--- src/rtl/lamp_sequence_ctrl_if.sv ---
// Request inputs and lamp/status outputs of the four-lamp indicator sequencer.
// Lamps are active-low; mode encodes IDLE/RIGHT/LEFT/HAZARD as 00/01/10/11.
interface lamp_sequence_ctrl_if;
  logic       left_req;
  logic       right_req;
  logic       hazard;
  logic       L;
  logic       LC;
  logic       RC;
  logic       R;
  logic [1:0] mode;
  logic [1:0] step;
  logic       busy;

  modport master (
    output left_req, right_req, hazard,
    input  L, LC, RC, R, mode, step, busy
  );

  modport slave (
    input  left_req, right_req, hazard,
    output L, LC, RC, R, mode, step, busy
  );
endinterface

--- src/rtl/lamp_sequence_ctrl.sv ---
// Turn/hazard sequencer for the L/LC/RC/R lamp bank with a TICK_DIV-cycle step prescaler.
// Every output is a flop whose next value is decoded from the next mode/step, so lamps change on the same edge as mode.
module lamp_sequence_ctrl #(
  parameter int TICK_DIV = 4
) (
  input  logic           clk,
  input  logic           reset,
  lamp_sequence_ctrl_if.slave bus
);

  localparam int CW = (TICK_DIV > 1) ? $clog2(TICK_DIV) : 1;
  localparam logic [CW-1:0] CNT_MAX = CW'(TICK_DIV - 1);

  localparam logic [1:0] MODE_IDLE   = 2'b00;
  localparam logic [1:0] MODE_RIGHT  = 2'b01;
  localparam logic [1:0] MODE_LEFT   = 2'b10;
  localparam logic [1:0] MODE_HAZARD = 2'b11;

  localparam logic GRANT_LEFT  = 1'b0;
  localparam logic GRANT_RIGHT = 1'b1;

  // Lamp vectors are {L, LC, RC, R}, active-low.
  localparam logic [3:0] LAMPS_OFF  = 4'b1111;
  localparam logic [3:0] LAMPS_ALL  = 4'b0000;
  localparam logic [3:0] LAMPS_RC   = 4'b1101;
  localparam logic [3:0] LAMPS_RCR  = 4'b1100;
  localparam logic [3:0] LAMPS_LC   = 4'b1011;
  localparam logic [3:0] LAMPS_LCL  = 4'b0011;

  logic [1:0]    mode_q, mode_d;
  logic [1:0]    step_q, step_d;
  logic [CW-1:0] cnt_q, cnt_d;
  logic          last_grant_q, last_grant_d;
  logic [3:0]    lamps_q, lamps_d;
  logic          busy_q, busy_d;

  logic          tick;
  logic [CW-1:0] cnt_next;

  assign tick     = (cnt_q == CNT_MAX);
  assign cnt_next = tick ? '0 : cnt_q + CW'(1);

  always_comb begin
    mode_d       = mode_q;
    step_d       = step_q;
    cnt_d        = cnt_q;
    last_grant_d = last_grant_q;

    case (mode_q)
      MODE_IDLE: begin
        cnt_d  = '0;
        step_d = 2'd0;
        if (bus.hazard) begin
          mode_d = MODE_HAZARD;
        end else if (bus.left_req && bus.right_req) begin
          // Tie: alternate away from whichever side was granted last.
          if (last_grant_q == GRANT_LEFT) begin
            mode_d       = MODE_RIGHT;
            last_grant_d = GRANT_RIGHT;
          end else begin
            mode_d       = MODE_LEFT;
            last_grant_d = GRANT_LEFT;
          end
        end else if (bus.left_req) begin
          mode_d       = MODE_LEFT;
          last_grant_d = GRANT_LEFT;
        end else if (bus.right_req) begin
          mode_d       = MODE_RIGHT;
          last_grant_d = GRANT_RIGHT;
        end
      end

      MODE_RIGHT, MODE_LEFT: begin
        if (bus.hazard) begin
          mode_d = MODE_HAZARD;
          step_d = 2'd0;
          cnt_d  = '0;
        end else begin
          cnt_d = cnt_next;
          if (tick) begin
            if (step_q == 2'd2) begin
              mode_d = MODE_IDLE;
              step_d = 2'd0;
            end else begin
              step_d = step_q + 2'd1;
            end
          end
        end
      end

      default: begin
        cnt_d = cnt_next;
        if (tick) begin
          if (step_q == 2'd0) begin
            step_d = 2'd1;
          end else if (bus.hazard) begin
            step_d = 2'd0;
          end else begin
            mode_d = MODE_IDLE;
            step_d = 2'd0;
          end
        end
      end
    endcase
  end

  always_comb begin
    lamps_d = LAMPS_OFF;
    case (mode_d)
      MODE_RIGHT: begin
        if (step_d == 2'd0)      lamps_d = LAMPS_RC;
        else if (step_d == 2'd1) lamps_d = LAMPS_RCR;
      end
      MODE_LEFT: begin
        if (step_d == 2'd0)      lamps_d = LAMPS_LC;
        else if (step_d == 2'd1) lamps_d = LAMPS_LCL;
      end
      MODE_HAZARD: begin
        if (step_d == 2'd0)      lamps_d = LAMPS_ALL;
      end
      default: lamps_d = LAMPS_OFF;
    endcase
    busy_d = (mode_d != MODE_IDLE);
  end

  always_ff @(posedge clk or posedge reset) begin
    if (reset) begin
      mode_q       <= MODE_IDLE;
      step_q       <= 2'd0;
      cnt_q        <= '0;
      last_grant_q <= GRANT_LEFT;
      lamps_q      <= LAMPS_OFF;
      busy_q       <= 1'b0;
    end else begin
      mode_q       <= mode_d;
      step_q       <= step_d;
      cnt_q        <= cnt_d;
      last_grant_q <= last_grant_d;
      lamps_q      <= lamps_d;
      busy_q       <= busy_d;
    end
  end

  assign bus.L    = lamps_q[3];
  assign bus.LC   = lamps_q[2];
  assign bus.RC   = lamps_q[1];
  assign bus.R    = lamps_q[0];
  assign bus.mode = mode_q;
  assign bus.step = step_q;
  assign bus.busy = busy_q;

endmodule

--- src/flat_wrapper.sv ---
// flat-port wrapper written by rule: the top's interface ports become plain ports
module lamp_sequence_ctrl_flat 
#(
  parameter int TICK_DIV = 4
)
  (clk, reset, bus_left_req, bus_right_req, bus_hazard, bus_L, bus_LC, bus_RC, bus_R, bus_mode, bus_step, bus_busy);
  lamp_sequence_ctrl_if bus_i ();
  input  logic clk;
  input  logic reset;
  input wire logic [$bits(bus_i.left_req)-1:0] bus_left_req;
  input wire logic [$bits(bus_i.right_req)-1:0] bus_right_req;
  input wire logic [$bits(bus_i.hazard)-1:0] bus_hazard;
  output wire logic [$bits(bus_i.L)-1:0] bus_L;
  output wire logic [$bits(bus_i.LC)-1:0] bus_LC;
  output wire logic [$bits(bus_i.RC)-1:0] bus_RC;
  output wire logic [$bits(bus_i.R)-1:0] bus_R;
  output wire logic [$bits(bus_i.mode)-1:0] bus_mode;
  output wire logic [$bits(bus_i.step)-1:0] bus_step;
  output wire logic [$bits(bus_i.busy)-1:0] bus_busy;
  assign bus_i.left_req = bus_left_req;
  assign bus_i.right_req = bus_right_req;
  assign bus_i.hazard = bus_hazard;
  assign bus_L = bus_i.L;
  assign bus_LC = bus_i.LC;
  assign bus_RC = bus_i.RC;
  assign bus_R = bus_i.R;
  assign bus_mode = bus_i.mode;
  assign bus_step = bus_i.step;
  assign bus_busy = bus_i.busy;
  lamp_sequence_ctrl #(.TICK_DIV(TICK_DIV)) u_core (.clk(clk), .reset(reset), .bus(bus_i));
endmodule
--- config.mk ---
export PLATFORM = sky130hd
export DESIGN_NAME = lamp_sequence_ctrl_flat
export DESIGN_NICKNAME = d
export VERILOG_FILES = /design/src/rtl/lamp_sequence_ctrl_if.sv /design/src/rtl/lamp_sequence_ctrl.sv /design/src/flat_wrapper.sv
export SDC_FILE = /design/constraint.sdc
export NUM_CORES = 1
export LEC_CHECK = 0
export ABC_AREA = 0
export CELL_PAD_IN_SITES_DETAIL_PLACEMENT = 0
export CELL_PAD_IN_SITES_GLOBAL_PLACEMENT = 1
export CORE_ASPECT_RATIO = 0.9
export CORE_MARGIN = 2
export CORE_UTILIZATION = 33
export DETAILED_ROUTE_END_ITERATION = 12
export GPL_TIMING_DRIVEN = 1
export HOLD_SLACK_MARGIN = 0.15
export MAX_ROUTING_LAYER = met4
export PLACE_DENSITY = 0.81
export SLEW_MARGIN = 10
export SYNTH_ARGS = -nofsm -noshare
export SYNTH_HDL_FRONTEND = slang
export SYNTH_SLANG_ARGS = --single-unit
--- constraint.sdc ---
create_clock -name clk -period 1.5 [get_ports clk]
set_input_delay 0.3 -clock clk [delete_from_list [all_inputs] [get_ports clk]]
set_output_delay 0.3 -clock clk [all_outputs]
set_load 0.05 [all_outputs]
==> results.md <==
Power and ir drop:
- The analysis attributes to cell leakage a power of 0.000459 uW.
- Across the VDD grid, the largest voltage drop is 1.57 mV.
- The power density relative to cell area is 2680 mW/mm^2.

Critical path:
- The worst setup path is captured at a register.
- The critical path launch point type is a register.
- The maximum fanout along the worst path is 4.
- Data arrives at the worst endpoint at 1810 ps.
- For the worst flop-to-flop path, the logic depth is 7.
- The worst setup slack for register-to-register paths is -110 ps.
- Data on the critical path is required at its endpoint by 1700 ps.
- The critical path is of the register to register type.

Final layout:
- The sequential cell area is 308 um^2.
- After routing the design area is 0.00107 mm^2.
- The number of antenna diodes in the final layout is 0.
- The layout cell share with drive strength beyond 1 is 52.8%.
- The layout overhead on the synthesized area is 69.0%.
- Counting the fill cells in the layout gives 142.
- The area taken by multi-input logic gates is 357 um^2.
- For this run, the post-layout net count is 98.
- The post-route core utilization is 61.5%.

GRT:
- For this run the aggregate overflow at the end of global routing stands at 0.
- The all-layer global routing usage is 15.7%.
- The first global-routing pass estimated 2530 um of wire.
- The largest net degree at the start of global routing is 13.
- The number of global-route vias before repair is 590.
- The number of antenna violations at the first check in global routing was 0.

Floorplanning:
- The die extent in y is 45.5 um.
- The starting density of the core is 36.4%.
- The die covers 0.00228 mm^2.
- The boundary pin count is 14.
- The core region is 0.00173 mm^2.
- The horizontal die dimension is 50.1 um.
- The number of rows created at floorplan is 14.

Drt:
- The detailed router finished its first iteration with 11 violations.
- The routed length per placed instance is 12.4 um.
- For this run, the detailed router's first-pass iteration total came to 4.
- The average vias per placed instance is 5.04.
- Detailed routing inserted a total of 570 vias.
- The detail route stage leaves a number of antenna-violating nets equal to 0.
- The total length of routed wires is 1400 um.
- After detailed routing, the number of remaining DRC violations is 0.

Clock tree:
- TritonCTS built the clock tree.
- The clock slew seen by the registers of the worst setup and hold paths is 70 ps.
- The later-pin clock latency in the skew report is 270 ps.
- The tree is rooted in a clkbuf_4.
- In this run, post-CTS hold repair placed 0 buffers.
- TritonCTS created 3 clock buffers.
- CTS built an H-tree with a depth of 1.
- Counting every sink on the clock net gives 12.
- No sink is reached through more buffers than the 2 on the longest clock path.

STA:
- The transition time at the pin with the least slew margin is 436 ps.
- The worst hold slack across all endpoints is 322 ps.
- The clock arrives with 5.28 ps of skew.
- The worst slew margin relative to its limit is 70.9%.
- The number of hold violations in the final report was 0.
- The clock period minus worst slack is 1610 ps.
- The final max-slew violation count is 0.
- The final total negative setup slack is -435 ps.
- The maximum clock frequency is 0.622 GHz.
- The post-route worst setup slack is -108 ps.
- Setup repair after global routing could not meet its margin everywhere.
- The final critical path takes up 107% of the cycle.
- The total of endpoints with negative setup slack in the final report is 5.

Place:
- Buffers placed on the I/O ports in this run total 13.
- Once placement finished, the instance area stood at 991 um^2.
- Routability-driven placement finished with a final weighted congestion of 0.877.
- The HPWL reported at the end of detailed placement is 1050 um.

Synth:
- The distinct cell type count of the synthesized netlist is 28.
- Among all flip-flop cells after synthesis, the most frequent one is dfrtp_1.
- The post-synthesis adder-cell area fraction is 5.95%.
- The post-synthesis mux area share is 3.17%.
- Counting flops and latches in the post-synthesis netlist gives 12.
- Yosys attributes the largest share of cell area to dfrtp_1 32%, dfstp_2 17%, ha_1 6.0%.
- After synthesis, the most frequently instantiated cells are 8 x dfrtp_1, 7 x inv_1, 5 x a21oi_1.
- The portion of synthesized cell area occupied by the leading cell type is 31.7%.
- The cell area after technology mapping is 631 um^2.
- Summing the sequential cell areas from Yosys gives 48.4% of the chip area.
- The most frequently used cell type in the post-synthesis netlist is dfrtp_1.
- By area, the combinational part of the netlist is dominated by compound AO/OA/AOI/OAI gates.
- The async set-or-reset flop fraction in the synthesized netlist is 100%.
- The synthesized netlist cell count is 60.
- The share of the synthesized area in compound gates (AO/OA/AOI/OAI) is 20.0%.
- dfrtp_1 takes more of the synthesized area than any other cell.
- Of the total synthesized cell area, the portion taken by XOR and XNOR cells is 1.39%.
- The post-synthesis area per instance is 10.5 um^2.
- For this run, the number of Yosys warnings is 0.
- The number of enable flip-flop cells after synthesis is 0.
- After Yosys synthesis, and, or, nand and nor cells account for 16.9% of the synthesized area.
- The number of nets handed over by synthesis was 68.

Run:
- The number of maximum-capacitance violations is 0.

Min path:
- The path type of the worst min-delay path is primary input to asynchronous set/reset pin.

Outcome:
- The checks that failed: setup timing.
- The flow ran to the end, but the final reports show violations.
-- registers in the layout (all words and copies together), names as in the netlist --
register	count
u_core.bus.mode	2
u_core.bus.busy	1
u_core.bus.step	2
u_core.last_grant_q	1
u_core.lamps_q	4
u_core.cnt_q	2
-- cell families after synthesis --
logic type | count (synthesis)
muxes | 2
and+or+nand+nor | 19
xor gates and xnor gates | 1
AOI/OAI and AO/OA | 16
buffers and inverters | 7
adders and majority gates | 3
DFF | 12
-- metal layers --
layer / GRT usage, % / vias up / share of wire [%]
li1: - / 277 / -
met1: 18.8 / 276 / 44
met2: 25.3 / 13 / 50
met3: 3.95 / 4 / 4.4
met4: 6.67 / 0 / 1.2
met5: - / - / 0
-- worst paths after layout --
check                                         from                  end
worst max-delay path            u_core.bus.mode[0]    u_core.lamps_q[3]
worst min-delay path                         reset  u_core.last_grant_q
worst max register to register  u_core.bus.mode[0]    u_core.lamps_q[3]
worst min register to register     u_core.cnt_q[0]      u_core.cnt_q[0]
max in group asynchronous                    reset    u_core.lamps_q[2]
min in group clk                   u_core.cnt_q[0]      u_core.cnt_q[0]
-- power by group --
part	internal (uW)	switching, uW	leakage (uW)	total, uW
Combinational	1020	979	0.000300	2000
Sequential	515	102	0.000138	617
Clock	148	99.9	0.0000210	247
Total	1680	1180	0.000459	2860
-- critical path, stage by stage (launching register included) --
cell     delay, ps
dfrtp_2        390
inv_2           50
ha_4           280
o21ai_2         60
a41o_1         250
a32oi_4        240
xor2_1         180
nand3_1        100
-- repair_timing --
item	in CTS	in global routing
resized for setup	3	6
pin swaps	0	7
buffers inserted	1	0
endpoints found under the setup margin	5	7
-- cells in the final DEF (no fill, tap or decap), drive strengths merged, types with 2 or more instances in the layout --
cell	netlist	final
nand2	2	2
mux2i	2	2
clkdlybuf4s50	0	3
or2	3	3
o21ai	3	3
dfstp	4	4
a21oi	5	5
inv	7	7
nor2	2	2
nand3	3	3
dfrtp	8	8
clkbuf	0	4
nor2b	2	2
or3	2	2
buf	0	21
o211ai	2	2
ha	3	3
-- metrics by stage --
stage / std cells / setup WS [ps] / total power, uW
3_5_place_dp: 108 / -377 / 2510
6_report: 113 / -108 / 2860
4_1_cts: 113 / -108 / 2840
3_3_place_gp: 108 / -356 / 2490
2_1_floorplan: 60 / -221 / 1700
5_1_grt: 113 / -213 / 3060
-- cell type report --
| cell class | instances | area share, % |
|---|---|---|
| clock buffers | 4 | 3.40 |
| repair buffers | 25 | 29.0 |
| inverters | 7 | 2.46 |
| well taps | 24 | 2.82 |
| flip-flops and latches | 12 | 28.9 |
| multi-input cells | 41 | 33.5 |
Note: power is estimated with default switching activity, not from simulation.
